## src/rtl/alu_io_frontend.sv

```systemverilog
// Pad-side front end for the dual 4-bit ALU macro: synchronises and debounces the operand
// pins, issues one operation per stable change, and holds the returned result on the pads.
module alu_io_frontend #(
    parameter int unsigned SETTLE_CYCLES = 4,
    parameter int unsigned TIMEOUT       = 16
) (
    input  logic        wb_clk_i,
    input  logic        wb_rst_i,
    input  logic [19:0] io_in,
    output logic [3:0]  op_a0,
    output logic [3:0]  op_b0,
    output logic [3:0]  op_a1,
    output logic [3:0]  op_b1,
    output logic [1:0]  op_sel1,
    output logic [1:0]  op_sel2,
    output logic        op_valid,
    input  logic        op_ready,
    input  logic [14:0] res_in,
    input  logic        res_valid,
    output logic [14:0] io_out,
    output logic [14:0] io_oeb,
    output logic        busy,
    output logic        err_timeout
);

    typedef enum logic [1:0] {
        IDLE  = 2'd0,
        ISSUE = 2'd1,
        WAIT  = 2'd2
    } state_t;

    localparam logic [7:0] SETTLE_MAX  = 8'(SETTLE_CYCLES);
    localparam logic [7:0] TIMEOUT_MAX = 8'(TIMEOUT);

    logic [19:0] sync1;
    logic [19:0] sync2;
    logic [7:0]  settle_cnt;
    logic [19:0] op_word;
    logic [19:0] last_issued;
    logic        issued_flag;
    logic [7:0]  timer;
    logic [7:0]  timer_next;
    logic        stable;
    logic        new_value;
    state_t      state;

    assign stable     = (settle_cnt == SETTLE_MAX);
    assign new_value  = !issued_flag || (sync2 != last_issued);
    assign timer_next = timer + 8'd1;

    assign op_a0   = op_word[3:0];
    assign op_b0   = op_word[7:4];
    assign op_a1   = op_word[11:8];
    assign op_b1   = op_word[15:12];
    assign op_sel1 = op_word[17:16];
    assign op_sel2 = op_word[19:18];

    // sync1 != sync2 means sync2 is about to take a different value on this edge,
    // so the settle count restarts exactly when the synchronised word changes.
    always_ff @(posedge wb_clk_i) begin
        if (wb_rst_i) begin
            sync1      <= '0;
            sync2      <= '0;
            settle_cnt <= '0;
        end else begin
            sync1 <= io_in;
            sync2 <= sync1;
            if (sync1 != sync2) begin
                settle_cnt <= '0;
            end else if (settle_cnt != SETTLE_MAX) begin
                settle_cnt <= settle_cnt + 8'd1;
            end
        end
    end

    always_ff @(posedge wb_clk_i) begin
        if (wb_rst_i) begin
            state       <= IDLE;
            op_word     <= '0;
            op_valid    <= 1'b0;
            last_issued <= '0;
            issued_flag <= 1'b0;
            timer       <= '0;
            io_out      <= '0;
            io_oeb      <= '1;
            busy        <= 1'b0;
            err_timeout <= 1'b0;
        end else begin
            case (state)
                IDLE: begin
                    if (stable && new_value) begin
                        op_word  <= sync2;
                        op_valid <= 1'b1;
                        busy     <= 1'b1;
                        state    <= ISSUE;
                    end
                end
                ISSUE: begin
                    // op_word is frozen here; later pin changes wait in the synchroniser.
                    if (op_ready) begin
                        op_valid    <= 1'b0;
                        last_issued <= op_word;
                        issued_flag <= 1'b1;
                        timer       <= '0;
                        state       <= WAIT;
                    end
                end
                WAIT: begin
                    timer <= timer_next;
                    if (res_valid) begin
                        io_out <= res_in;
                        io_oeb <= '0;
                        busy   <= 1'b0;
                        state  <= IDLE;
                    end else if (timer_next == TIMEOUT_MAX) begin
                        err_timeout <= 1'b1;
                        busy        <= 1'b0;
                        state       <= IDLE;
                    end
                end
                default: begin
                    op_valid <= 1'b0;
                    busy     <= 1'b0;
                    state    <= IDLE;
                end
            endcase
        end
    end

endmodule

```

## config.mk

```make
export PLATFORM = sky130hd
export DESIGN_NAME = alu_io_frontend
export DESIGN_NICKNAME = d
export VERILOG_FILES = /design/src/rtl/alu_io_frontend.sv
export SDC_FILE = /design/constraint.sdc
export NUM_CORES = 1
export LEC_CHECK = 0
export CORE_MARGIN = 2
export CORE_UTILIZATION = 53
export CTS_CLUSTER_DIAMETER = 150
export DETAILED_ROUTE_END_ITERATION = 16
export GPL_TIMING_DRIVEN = 0
export PLACE_DENSITY = 0.88
export SYNTH_ARGS = -nofsm -noshare
export SYNTH_HDL_FRONTEND = slang
export SYNTH_SLANG_ARGS = --single-unit
export TNS_END_PERCENT = 50
```

## constraint.sdc

```tcl
create_clock -name wb_clk_i -period 2.8 [get_ports wb_clk_i]
set_clock_uncertainty 0.05 [all_clocks]
set_input_delay 0.42 -clock wb_clk_i [delete_from_list [all_inputs] [get_ports wb_clk_i]]
set_output_delay 0.42 -clock wb_clk_i [all_outputs]
set_load 0.01 [all_outputs]
```

; After elaboration in Yosys (flattened, before gate mapping)
; Index checks and enable logic that the tools add are counted.
[totals]
register_bits = 132
inputBits = 39
word_cells = 55
[op_classes]
n_reduce_logical = 14
muxes = 13
addsub = 2
n_eq_ne = 10
bitwise_logic = 3
[op_table]
columns = cell, count
row1 = 20-bit != test, 2
row2 = "8-bit by 1-bit adder with 8-bit output, second input constant", 2
row3 = 8-bit one-hot mux with 2 select lines, 1
row4 = 3-bit AND reduction, 4
row5 = "8-bit by 3-bit equality test with 1-bit output, second input constant", 1
row6 = "8-bit by 5-bit equality test with 1-bit output, second input constant", 1
row7 = 2-bit two-way mux, 4
row8 = 8-bit two-way mux, 1
row9 = "8-bit by 3-bit != test with 1-bit output, second input constant", 1
row10 = 2-bit AND reduction, 4
row11 = 1-bit one-hot mux with 3 select lines, 2
row12 = 2-bit one-hot mux with 3 select lines, 1
row13 = 1-bit two-way mux, 4
row14 = "2-bit != test, second input constant", 2
row15 = "3-bit != test, second input constant", 1
row16 = 1-bit NOT, 3
row17 = "2-bit by 1-bit equality test with 1-bit output, second input constant", 1
row18 = "2-bit equality test, second input constant", 1
row19 = 2-bit zero test, 1
row20 = 2-bit nonzero test, 1
row21 = 2-bit OR reduction, 1
row22 = 1-bit logical AND, 1
row23 = 1-bit zero test, 1
row24 = 1-bit logical OR, 1

; Longest topological paths before layout
; Gate-level depths: netlist of the first run.
[depth]
word_depth = 5
ltp_mapped = 8

; Worst setup path before layout of the first run
; No wires, ideal clock.
[synth_path]
path_kind = register -> register
startpoint = reg sync2[16]
endpoint = reg busy
path_buffers = 1
arrival_ns = 1.674
path_stages_with_launch = 7
synth_period_minus_slack_ns = 1.839
setup_slack_ns = 0.961
setup_time_ns = 0.115
path_cell_list = dfxtp_1 -> xnor2_1 -> nand4_1 -> or4_4 -> o21a_4 -> buf_6 -> a31o_1
[synth_between]
elab_chain_cells = 5
[synth_lines]
columns = item, line_no
row1 = start: declaration, 36  ; logic [19:0] sync2;
row2 = start signal: assignment, 67  ; sync2 <= sync1;
row3 = 20-bit != test, 48  ; assign new_value = !issued_flag || (sync2 != last_issued);
row4 = 1-bit logical OR, 48
row5 = 1-bit logical AND, 91  ; if (stable && new_value) begin
row6 = 2-bit != test (no line), -
row7 = 3-bit AND reduction (no line), -
row8 = end signal: assignment, 86  ; busy <= 1'b0;
row9 = end signal: assignment, 94  ; busy <= 1'b1;
row10 = end signal: assignment, 113  ; busy <= 1'b0;
row11 = end: declaration, 22  ; output logic busy,
; No other way between the ends.
; A chain may end at the register's enable or synchronous reset.

; Worst setup path after layout of the first run
[layout_path]
startpoint = reg io_oeb[13]
endpoint = out io_oeb[13]
[layout_lines]
columns = item, line_no
row1 = start: declaration, 21  ; output logic [14:0] io_oeb,
row2 = start signal: assignment, 85  ; io_oeb <= '1;
row3 = start signal: assignment, 112  ; io_oeb <= '0;
; No word-level cell between the ends.

==> results.md, run 1 <==
- Status: complete, no violations
- Antenna viol nets, final: 0
- Avg Cell Area, Syn: 9.40 um^2
- Max-cap viol count: 0
- Die area: 0.00926 mm^2
- Slowest CP cell: dfxtp_1
- Synth Register Bits: 118
- Mapped cell area: 0.00451 mm^2
- Most used cells in the layout excluding fill and tap cells: 118 x dfxtp_1, 91 x clkdlybuf4s50_1, 85 x nand2_1
- Post_cts resized: 0
- Largest net degree at the start of global routing: 17
- Area share of the largest cell type after synthesis: 52.4%
- N_diodes: 0
- Mux cell area share after synthesis: 0%
- Clk Latency, worst-skew pair: 0.52 ns
- Compound-Gate Fraction of Synth Area: 12.1%
- Cells after DPL: 676
- Setup TNS: 0 ns
- Vias in the first global route: 3956
- # H-tree levels: 4
- Vias: 3770
- RSZ-0062 raised after global routing: false
- Die Ht: 96.3 um
- Remaining Overflow, GRT: 0
- CP arrival: 1.86 ns
- Internal: 3.18 mW
- Reg power frac: 43.3%
- Clock Sink Count: 118
- Detailed Route Iter0 Violations: 143
- Final setup viols: 0
- Post-layout minimum cycle time: 2.33 ns
- RePlAce Congestion: 0.798
- Die width: 96.3 um
- Slew at the pin with the worst max-slew slack: 0.614 ns
- DR WL/cell: 15.9 um
- Synth Area in Simple Gates: 20.1%
- DRC violations left: 0
- CP Max Fanout: 16
- Cell accounting for the most synthesized area: dfxtp_1
- Mapped Cells: 480
- Area delta synth->final: 36.1%
- Peak supply drop: 0.423 mV
- CTS tree: done
- Dpl hpwl: 7.73 mm
- CP bufs+invs: 2
- Lkg Pwr: 2.23 nW
- Fmax: 429 MHz
- Sw Share: 20.6%
- Total number of yosys warnings: 0
- Total CTS buffers: 17
- Area contributors post-synth: dfxtp_1 52%, nand2_1 7.1%, xnor2_1 7.0%, nor2b_1 5.7%, a21oi_1 5.0%
- Crit end category: output pin
- CTS Root Cell: clkbuf_8
- Setup Buffers After CTS: 0
- Final hold vios: 0
- CP Cell Sequence: buf_4 -> clkdlybuf4s50_1
- First-pass GRT wire length: 17.9 mm
- Hold crit path type: reg -> reg
- Net Count, Synth: 522
- Cts hold-fix bufs: 0
- CTS clock-pin slew for the worst setup and hold paths: 0.05 ns
- Distinct cells, synth: 36
- Number of port buffers: 91
- Routed wire length: 11.2 mm
- Fill cells: 564
- Most common cell after layout, fill and taps aside: dfxtp_1
- Initial antenna violation count: 0
- P_sw: 0.822 mW
- Final net count: 632
- Post-synthesis sequential area ratio: 52.4%
- Combinational family with the most area after synthesis: simple AND/OR/NAND/NOR gates
- Adder-Cell Fraction of Synth Area: 0.832%
- Max-slew headroom: 59.0%
- Synth Area in XOR/XNOR: 9.13%
- Core Box Area: 0.00822 mm^2
- Slew Limit Fails: 0
- Final cell count without fillers: 708
- All-Layer GR Usage: 25.7%
- Post-synth EDFFs: 0
- Pwr dens: 652 mW/mm^2
- Ports: 92
- Rows: 33
- Startpoint types: flop
- Post-synth ARST share: 0%
- Starting Density: 54.9%
- Critical path class: reg -> out
- Worst EP required: 2.33 ns
- Clock Path Buffers: 2
- Clk pwr share: 52.6%
- Max stage delay on crit path: 0.62 ns
- Drt via density: 5.32
- Period utilization: 83.2%
- Top FF cell, synth: dfxtp_1
- Combinational share of power: 4.1%
- Drt first pass iters: 5
- Layout cells sized above 1: 9.29%
- Delay-heaviest family, CP: buffers and inverters
==> stage by stage <==
step	hold WS, ns	setup WS (ns)	util [%]	power [mW]	area, um^2
after floorplan	0.390	0.961	-	1.84	4510
after global placement	0.391	0.467	67.6	1.92	5550
after detailed placement	0.396	0.420	67.6	1.93	5550
after CTS	0.387	0.440	74.7	4.02	6140
after global routing	0.390	0.369	74.7	4.11	6140
final	0.402	0.471	74.7	4.00	6140
==> metal layers <==
layer / up-vias / GRT usage [%] / share of wire, % / routed length, um
met5: - / 0 / 0 / 0
met4: 0 / 13.1 / 2.5 / 282
met3: 24 / 7.67 / 6.6 / 742
met2: 148 / 44.9 / 51 / 5750
met1: 1788 / 28.0 / 40 / 4460
li1: 1810 / - / - / -
==> cell usage after synthesis (2+ instances only) <==
| library cell | n |
|---|---|
| a311oi_1 | 3 |
| a22o_1 | 20 |
| a31o_1 | 3 |
| nor2_1 | 22 |
| and3_1 | 4 |
| nand2_1 | 85 |
| dfxtp_1 | 118 |
| nor4_1 | 4 |
| buf_2 | 2 |
| nand4_1 | 8 |
| nor3_1 | 5 |
| clkbuf_1 | 17 |
| o21ai_0 | 5 |
| xnor2_1 | 36 |
| nand2b_1 | 2 |
| nand3b_1 | 2 |
| nor2b_1 | 41 |
| inv_1 | 3 |
| nand3_1 | 10 |
| buf_1 | 2 |
| xor2_1 | 11 |
| buf_4 | 14 |
| buf_6 | 4 |
| a21oi_1 | 45 |
| ha_1 | 3 |
==> path summary, 6_finish.rpt <==
kind	startpoint	end	slack (ns)	cells after the start
setup / recovery	io_oeb[13]	io_oeb[13]	0.47	2
hold / removal	io_out[13]	io_out[13]	0.40	2
setup reg to reg	sync2[4]	op_word[16]	0.72	6
hold reg to reg	io_out[13]	io_out[13]	0.40	2
==> logic make-up (layout without fill, tap and decap cells) <==
family          after synthesis  count (layout)
simple gates                188             188
buf+inv                      42             165
fa+ha+maj                     3               3
flops                       118             118
xor+xnor                     47              47
compound gates               82              82
==> cell type report <==
cell class,count,area [um^2],share of cell area (%)
clock inverters,8,95.1,1.55
repair buffers,91,911,14.8
flip-flops and latches,118,2360,38.5
inverters,3,11.3,0.183
multi-input cells,320,1910,31.0
well taps,105,131,2.14
plain buffers,39,231,3.77
clock buffers,24,490,7.99
==> flip-flops by register name (all words and copies together) (netlist names) <==
register	cells
last_issued	20
io_oeb	1
op_word	20
issued_flag	1
timer	8
io_out	15
state	2
op_valid	1
err_timeout	1
sync1	20
sync2	20
settle_cnt	8
busy	1
==> power groups by stage <==
stage	combinational, mW	sequential, mW	clock [mW]
CTS	0.166	1.73	2.12
finish	0.165	1.73	2.10
global route	0.177	1.73	2.19
floorplan	0.0809	1.76	0
global placement	0.159	1.77	0
detailed placement	0.163	1.77	0
==> tightest hold or removal path, cell delays in order (launching register included) <==
cell and delay [ns]:
dfxtp_1 0.30, nand2_1 0.05, a21oi_1 0.05
Note: power is estimated with default switching activity, not from simulation.
==> run 2: changes to the inputs <==
--- a/config.mk
+++ b/config.mk
@@ -6,11 +6,11 @@
 export NUM_CORES = 1
 export LEC_CHECK = 0
 export CORE_MARGIN = 2
-export CORE_UTILIZATION = 53
+export CORE_UTILIZATION = 46
 export CTS_CLUSTER_DIAMETER = 150
 export DETAILED_ROUTE_END_ITERATION = 16
 export GPL_TIMING_DRIVEN = 0
-export PLACE_DENSITY = 0.88
+export PLACE_DENSITY = 0.82
 export SYNTH_ARGS = -nofsm -noshare
 export SYNTH_HDL_FRONTEND = slang
 export SYNTH_SLANG_ARGS = --single-unit
==> constraint.sdc (replaced) <==
create_clock -name wb_clk_i -period 2.1 [get_ports wb_clk_i]
set_clock_uncertainty 0.05 [all_clocks]
set_input_delay 0.315 -clock wb_clk_i [delete_from_list [all_inputs] [get_ports wb_clk_i]]
set_output_delay 0.315 -clock wb_clk_i [all_outputs]
set_load 0.01 [all_outputs]
==> results.md, run 2 (same netlist as run 1, synthesis figures left out) <==
- Max-cap viol count: 0 (unchanged)
- Total CTS buffers: 17 (unchanged)
- Clock Path Buffers: 2 (unchanged)
- Rows: 36 (+9.1%)
- Area delta synth->final: 36.9%
- Drt first pass iters: 4 (-1)
- Worst EP required: 2.45 ns (+0.12 ns)
- Slew at the pin with the worst max-slew slack: 0.650 ns (+0.0357 ns)
- Die Ht: 103 um (+7.0%)
- HP Start: res_in[12]
- Setup TNS: 0 ns (unchanged)
- CP bufs+invs: 1 (-1)
- Slew Limit Fails: 0 (unchanged)
- Period utilization: 98.3%
- Fmax: 484 MHz
- Hold endpoint: io_out[12]
- Vias: 3719 (-1.4%)
- # H-tree levels: 4 (unchanged)
- Hold crit path type: in -> reg
- Layout cells sized above 1: 10.6% (+1.3 points)
- Pwr dens: 833 mW/mm^2 (+28%)
- All-Layer GR Usage: 22.2% (-3.5 points)
- Post-DP Area: 0.00559 mm^2 (+0.63%)
- Most used cells in the layout excluding fill and tap cells: 114 x dfxtp_1, 91 x clkdlybuf4s50_1, 85 x nand2_1
- Storage element area: 0.00237 mm^2 (+0.32%)
- Slowest CP cell: or4_4
- First-pass GRT wire length: 17.8 mm (-0.50%)
- Dpl hpwl: 7.80 mm (+0.93%)
- CP Max Fanout: 10 (-6)
- Drt via density: 5.05 (-5.1%)
- CTS clock-pin slew for the worst setup and hold paths: 0.06 ns (about the same)
- Worst hold path depth: 3 (+1)
- CP arrival: 2.41 ns (+0.55 ns)
- Final setup viols: 0 (unchanged)
- Delay-heaviest family, CP: simple AND/OR/NAND/NOR gates
- Antenna viol nets, final: 0 (unchanged)
- Most common cell after layout, fill and taps aside: dfxtp_1
- Largest net degree at the start of global routing: 17 (unchanged)
- Pwr Total: 5.15 mW (+29%)
- Clock Sink Count: 118 (unchanged)
- Crit Reg-Reg Startpoint: sync2[9]
- Detailed Route Iter0 Violations: 142 (-0.70%)
- Met3 Wirelength: 667 um (-10%)
- CTS Root Cell: clkbuf_8
- RSZ-0062 raised after global routing: true
- Die width: 103 um (+7.0%)
- Top Layer Used: met4
- Fill cells: 765 (+36%)
- Status: complete, no violations
- Initial antenna violation count: 0 (unchanged)
- Crit end category: flop
- RePlAce Congestion: 0.847 (+6.0%)
- Ports: 92 (unchanged)
- Die area: 0.0106 mm^2 (+15%)
- Hold slack: 0.295 ns (-0.107 ns)
- Startpoint types: flop
- Remaining Overflow, GRT: 0 (unchanged)
- Routed wire length: 11.3 mm (+0.85%)
- Core Box Area: 0.00964 mm^2 (+17%)
- Final hold vios: 0 (unchanged)
- Reg-to-Reg End: op_word[5]
- Wire length on met2: 5.84 mm (+1.5%)
- Peak supply drop: 0.578 mV (+37%)
- DR WL/cell: 15.4 um (-3.0%)
- Number of port buffers: 91 (unchanged)
- DRT met1 WL: 4.61 mm (+3.3%)
- Lkg Pwr: 2.23 nW (about the same)
- Vias in the first global route: 3704 (-6.4%)
- Fin util: 64.1% (-11 points)
- Max stage delay on crit path: 0.55 ns (-0.07 ns)
- CTS tree: done
- Starting Density: 46.8% (-8.1 points)
- Worst Reg-to-Reg Cells: 6 (unchanged)
- Cts hold-fix bufs: 0 (unchanged)
- Critical path class: reg -> reg
- Area taken by multi-input logic gates: 0.00194 mm^2 (+1.9%)
- Post-layout minimum cycle time: 2.06 ns
- Fin area: 0.00618 mm^2 (+0.61%)
- N_diodes: 0 (unchanged)
- Final net count: 632 (unchanged)
- Flop-to-flop setup slack: 0.04 ns (-0.68 ns)
- Max-slew headroom: 56.7% (-2.4 points)
- Clk Latency, worst-skew pair: 0.52 ns (about the same)
- DRC violations left: 0 (unchanged)
- CP Cell Sequence: xnor2_1 -> nand4_1 -> or4_4 -> o21a_4 -> buf_6 -> a22o_1
==> run 2: cell count changes in the layout (fill, tap and decap cells not counted), sizes merged <==
cell | before | now
inv | 3 | 4
bufinv | 2 | 1
buf | 22 | 23
clkbuf | 41 | 36
clkinv | 4 | 8
==> run 2: per-layer routing <==
layer	GRT usage [%]	vias up
met5	0	-
met4	8.70	0
met2	38.2	107
met1	25.6	1778
li1	-	1819
met3	7.32	15
==> run 2: worst max path at each step <==
stage,startpoint,end,slack [ns],depth (start not counted)
final,sync2[9],op_word[5],0.04,6
after global routing,state[0],io_out[6],-0.02,7
after CTS,settle_cnt[0],op_word[5],0.01,8
after detailed placement,wb_rst_i,sync2[16],-0.24,4
after global placement,wb_rst_i,sync2[16],-0.15,4
after floorplan,sync2[16],busy,0.26,6
==> run 2: cell type report <==
class	count	area share, %
Buffer	38	3.69
Clock buffer	20	7.05
Clock inverter	12	1.70
Inverter	3	0.182
Multi-Input combinational cell	320	31.4
Sequential cell	118	38.4
Tap cell	133	2.69
Timing Repair Buffer	92	14.9
==> run 2: worst min-delay path: cells and delay by family <==
kind / cells / cell delay [ns]
buffers and inverters: 1 / 0.39
AND/OR/NAND/NOR: 1 / 0.06
AO/OA/AOI/OAI: 1 / 0.05
==> run 2: through the flow <==
| stage | std cells | setup slack, ns |
|---|---|---|
| detailed placement | 704 | -0.245 |
| CTS | 736 | 0.00993 |
| finish | 736 | 0.0354 |
| global route | 736 | -0.0170 |
| global placement | 704 | -0.153 |
| floorplan | 480 | 0.261 |
==> run 2: power breakdown <==
group | total (mW) | internal [mW] | switching [mW]
Clock | 2.62 | 1.59 | 1.02
Combinational | 0.223 | 0.125 | 0.0976
Sequential | 2.31 | 2.28 | 0.0323
==> run 2: what timing repair did <==
item                       CTS  global route
pin swaps                    0             1
setup endpoints to repair   15            53
gates resized for setup      1             9
setup buffers                0             1
